File: src/rtl/chacha_core.sv
// ChaCha block-function engine: byte-loaded input state, one half quarter-round per cycle,
// feed-forward add into an output register and optional block-counter auto-increment.
module chacha_core #(
   parameter int ROUNDS        = 20,
   parameter int COUNTER_WIDTH = 32,
   parameter int AUTO_INC      = 1
) (
   input  logic       clk,
   input  logic       rst_n,
   input  logic       write,
   input  logic [5:0] addr_in,
   input  logic [7:0] data_in,
   output logic [7:0] data_out,
   input  logic       start,
   output logic       ready,
   output logic       done,
   output logic       out_valid
);
   localparam int         STEPS     = 8 * ROUNDS;
   localparam logic [7:0] LAST_STEP = 8'(STEPS - 1);

   // Handshake: write and start are taken only on an edge where ready=1; a write wins over a
   // simultaneous start, and done is a one-cycle pulse coinciding with the return of ready.
   typedef enum logic [1:0] {IDLE, COPY, ROUND, FINAL} state_t;

   state_t      state_q, state_d;
   logic [7:0]  step_q;
   logic        done_q, valid_q;
   logic [31:0] in_st  [16];
   logic [31:0] wk_st  [16];
   logic [31:0] out_st [16];

   logic [1:0]  qi;
   logic        hi_half;
   logic [3:0]  ia, ib, ic, id;
   logic [31:0] a0, b0, c0, d0, a1, b1, c1, d1, dx, bx;

   // Operand selection: step[3] picks column vs diagonal round, step[2:1] the quarter-round.
   always_comb begin
      qi      = step_q[2:1];
      hi_half = step_q[0];
      ia      = {2'b00, qi};
      if (step_q[3]) begin
         ib = {2'b01, qi + 2'd1};
         ic = {2'b10, qi + 2'd2};
         id = {2'b11, qi + 2'd3};
      end else begin
         ib = {2'b01, qi};
         ic = {2'b10, qi};
         id = {2'b11, qi};
      end
      a0 = wk_st[ia];
      b0 = wk_st[ib];
      c0 = wk_st[ic];
      d0 = wk_st[id];
      a1 = a0 + b0;
      dx = d0 ^ a1;
      d1 = hi_half ? {dx[23:0], dx[31:24]} : {dx[15:0], dx[31:16]};
      c1 = c0 + d1;
      bx = b0 ^ c1;
      b1 = hi_half ? {bx[24:0], bx[31:25]} : {bx[19:0], bx[31:20]};
   end

   always_comb begin
      state_d = state_q;
      case (state_q)
         IDLE:    if (start && !write) state_d = COPY;
         COPY:    state_d = ROUND;
         ROUND:   if (step_q == LAST_STEP) state_d = FINAL;
         FINAL:   state_d = IDLE;
         default: state_d = IDLE;
      endcase
   end

   always_ff @(posedge clk) begin
      if (!rst_n) begin
         state_q <= IDLE;
         step_q  <= '0;
         done_q  <= 1'b0;
         valid_q <= 1'b0;
         for (int i = 0; i < 16; i++) begin
            in_st[i]  <= '0;
            wk_st[i]  <= '0;
            out_st[i] <= '0;
         end
      end else begin
         state_q <= state_d;
         done_q  <= 1'b0;
         case (state_q)
            IDLE: begin
               if (write) begin
                  in_st[addr_in[5:2]][{addr_in[1:0], 3'b000} +: 8] <= data_in;
                  valid_q <= 1'b0;
               end
            end
            COPY: begin
               for (int i = 0; i < 16; i++) wk_st[i] <= in_st[i];
               step_q <= '0;
            end
            ROUND: begin
               wk_st[ia] <= a1;
               wk_st[ib] <= b1;
               wk_st[ic] <= c1;
               wk_st[id] <= d1;
               step_q    <= step_q + 8'd1;
            end
            FINAL: begin
               for (int i = 0; i < 16; i++) out_st[i] <= wk_st[i] + in_st[i];
               step_q  <= '0;
               done_q  <= 1'b1;
               valid_q <= 1'b1;
               // Counter bump uses the pre-edge input, so this block's output is unaffected.
               if (AUTO_INC != 0) begin
                  if (COUNTER_WIDTH == 64)
                     {in_st[13], in_st[12]} <= {in_st[13], in_st[12]} + 64'd1;
                  else
                     in_st[12] <= in_st[12] + 32'd1;
               end
            end
            default: ;
         endcase
      end
   end

   assign ready     = (state_q == IDLE);
   assign done      = done_q;
   assign out_valid = valid_q;
   assign data_out  = out_st[addr_in[5:2]][{addr_in[1:0], 3'b000} +: 8];

endmodule
File: config.mk
export PLATFORM = sky130hd
export DESIGN_NAME = chacha_core
export DESIGN_NICKNAME = d
export VERILOG_FILES = /design/src/rtl/chacha_core.sv
export SDC_FILE = /design/constraint.sdc
export NUM_CORES = 2
export LEC_CHECK = 0
export CORE_ASPECT_RATIO = 0.8
export CORE_UTILIZATION = 35
export CTS_CLUSTER_DIAMETER = 120
export DETAILED_ROUTE_END_ITERATION = 7
export GPL_TIMING_DRIVEN = 0
export HOLD_SLACK_MARGIN = 0.1
export SYNTH_ARGS = -nofsm -noshare
export SYNTH_HDL_FRONTEND = slang
export SYNTH_SLANG_ARGS = --single-unit
File: constraint.sdc
create_clock -name clk -period 31.7 [get_ports clk]
set_input_delay 3.17 -clock clk [delete_from_list [all_inputs] [get_ports clk]]
set_output_delay 3.17 -clock clk [all_outputs]
set_load 0.005 [all_outputs]
==> results_dict.tcl <==
set metrics [dict create \
    start_util_pct 35.3 \
    cts.repair_timing.setup_buffer_count 0 \
    grt_pass1_vias 77100 \
    cp.depth 36 \
    synthTopCellsByArea "edfxtp_1, dfxtp_1, ha_1, mux4_2, nor2_1" \
    syn_inst 9511 \
    syn-cell-area_mm2 0.0930 \
    grt_max_degree 64 \
    cts_tree "done" \
    synth_cell_type_count 99 \
    ys_top_cells_by_count "nor2_1, edfxtp_1, a21oi_1" \
    post-synth-top-count-cell "nor2_1" \
    synth_async_sr_flop_share_pct 0 \
    first_iter_violations 14900 \
    rsz0062_at_grt "no" \
    area_growth_pct 13.5 \
    dpl.cell_count 13100 \
    finalHoldViolations 0 \
    fin_cells 13500 \
    place.gp.congestion 1.08 \
    synthesis.nets 10100 \
    cts_resized 0 \
    drt_wl_total_mm 528 \
    grt_pass1_wl_mm 692 \
    cts_buffers 185 \
    grt.total_usage_pct 38.3 \
    critPathCapture "wk_st[4][27]$_DFFE_PP_" \
    synth_seq_cells 1550 \
    io_pins 29 \
    ys_warn_count 0 \
    cp-startpoint "step_q[1]$_SDFFE_PN0N_" \
    r2r_slack_ns 15.00 \
    clk_pin_slew_worst_paths_ns 0.07 \
    worstSetupPathType "flop to flop" \
    die_h_um 463 \
    viasPerCell 6.42 \
    worst_clock_skew_ns 0.0762 \
    leakage_uw 0.0398 \
    maxSlewHeadroom_pct -11.9 \
    cts_htree_levels 4 \
    tns_ns 0 \
    finalInstanceArea_mm2 0.105 \
    finalNetCount 10400 \
    dpl.hpwl_mm 426 \
    cp-start-kind "flop" \
    vias 86500 \
    drv_slew 203 \
    path_delay_family "compound AO/OA/AOI/OAI gates" \
    hold_buffers 0 \
    drc 0 \
    slowest_stage "o21ai_0" \
    max_stage_delay_ns 1.13 \
    avgSynthCellArea_um2 9.77 \
    violations "max-capacitance violations, max-slew violations" \
    crit_path_max_fanout 10 \
    crit_top_cell "o21ai_0" \
    holdCritPathClass "flop to flop" \
    die_area_mm2 0.268 \
    powerDensity_mw_per_mm2 107 \
    outcome "finished with violations" \
    cp.buffers_inverters 7 \
    dp_slack_ns 15.72 \
    synth-seq-area-share_pct 44.4 \
    cts_max_path_buffers 4 \
    vdd_drop_max_v 0.000193 \
    setup.worst_path.end_class "flop" \
    layout_min_cycle_time_ns 16.70 \
    core-area_mm2 0.263 \
    layout-drive-gt1-share_pct 8.98 \
    clkLatencyLatePin_ns 0.91 \
    synth_edf_count 1024 \
    worstMarginPinSlew_ns 1.66 \
    setup_ws_ns 15.00 \
    cts_root_buf "clkbuf_16" \
    r2r-start "step_q[1]$_SDFFE_PN0N_" \
    yosys.area.top_type "edfxtp_1" \
    setup_violations 0 \
    crit_required_ns 32.31 \
    port_buffers 27 \
    critical_path_arrival_ns 17.30 \
    first_pass_iters 8 \
    rows 168 \
    dpl-instance-area_mm2 0.0993 \
    antenna_found_initial 102 \
    synth.top_cell.area_share_pct 33.1 \
    maxCapViolCount 27 \
    reg2reg_depth 36 \
    holdPathStages 2 \
    clkSinkCount 1550 \
    finalCritPeriodShare_pct 52.7 \
    synth_ff_type "edfxtp_1" \
    fmax_mhz 59.9 \
    r2r-end "wk_st[4][27]$_DFFE_PP_" \
    postRouteAntennaNets 0 \
    die_w_um 578 \
    wl_per_cell_um 39.2 \
    grt-ovfl-total 0 \
]
worst min path at each step:
stage | startpoint | to | slack (ns)
after floorplan | in_st[267]$_SDFFE_PN0P_ | in_st[267]$_SDFFE_PN0P_ | 0.47
after CTS | in_st[78]$_SDFFE_PN0P_ | in_st[78]$_SDFFE_PN0P_ | 0.50
after global placement | in_st[51]$_SDFFE_PN0P_ | in_st[51]$_SDFFE_PN0P_ | 0.49
after global routing | in_st[78]$_SDFFE_PN0P_ | in_st[78]$_SDFFE_PN0P_ | 0.53
final | in_st[81]$_SDFFE_PN0P_ | in_st[81]$_SDFFE_PN0P_ | 0.51
after detailed placement | in_st[78]$_SDFFE_PN0P_ | in_st[78]$_SDFFE_PN0P_ | 0.49
power breakdown:
part	switching, uW	total, uW	internal, uW	leakage [uW]
sequential	192	2640	2450	0.0149
combinational	4890	6380	1490	0.0219
clock	963	2230	1270	0.00295
total	6040	11300	5210	0.0398
flip-flops by register name (all words and copies together), names as in the netlist, named ones only:
name / cells
wk_st: 512
out_st: 512
done: 1
in_st: 512
state_q: 2
out_valid: 1
step_q: 8
kinds of logic (layout without fill, tap and decap cells):
group | count (synthesis) | in the layout | share of synthesized area [%]
flops | 1550 | 1550 | 44.4
compound gates | 2457 | 2457 | 15.5
fa+ha+maj | 591 | 591 | 8.10
other cells | 0 | 31 | 0
buf+inv | 727 | 1171 | 2.96
xor+xnor | 506 | 506 | 4.86
simple gates | 3323 | 3323 | 16.4
mux | 357 | 357 | 7.82
cell usage in the layout (no fill, tap or decap), types with 240 or more instances in the layout:
cell and n:
a21oi_1 882, clkbuf_1 423, dfxtp_1 526, edfxtp_1 1024
ha_1 572, mux4_2 294, nand2_1 519, nand3_1 617
nor2_1 1354, o21ai_0 848, xnor2_1 240
metal layers:
layer	up-vias	routed length, um	global-route usage (%)
met4	24	30200	18.9
li1	35600	-	-
met2	6343	204000	51.0
met5	-	155	0
met1	43500	222000	55.3
met3	960	71300	11.7
tightest hold or removal path, cell delays in order (launching register included):
cell and delay, ns:
dfxtp_1 0.33, o21ai_0 0.07, a21oi_1 0.06
area by class of cell:
type | instances | area, um2
Fill cell | 25900 | 157000
Multi-Input combinational cell | 7234 | 49200
Sequential cell | 1550 | 41300
Clock buffer | 249 | 5150
Tap cell | 3485 | 4360
Buffer | 507 | 2020
Timing Repair Buffer | 109 | 1640
Clock inverter | 86 | 883
Inverter | 220 | 826
Antenna cell | 31 | 77.6
per-stage QoR:
step | hold WS, ns | util (%) | total power [uW]
3_5_place_dp | 0.493 | 37.8 | 8630
6_report | 0.512 | 40.1 | 11300
2_1_floorplan | 0.467 | - | 5050
5_1_grt | 0.528 | 40.1 | 11200
4_1_cts | 0.503 | 40.1 | 10900
3_3_place_gp | 0.489 | 37.1 | 8320
Power figures use the tool's default switching activity.
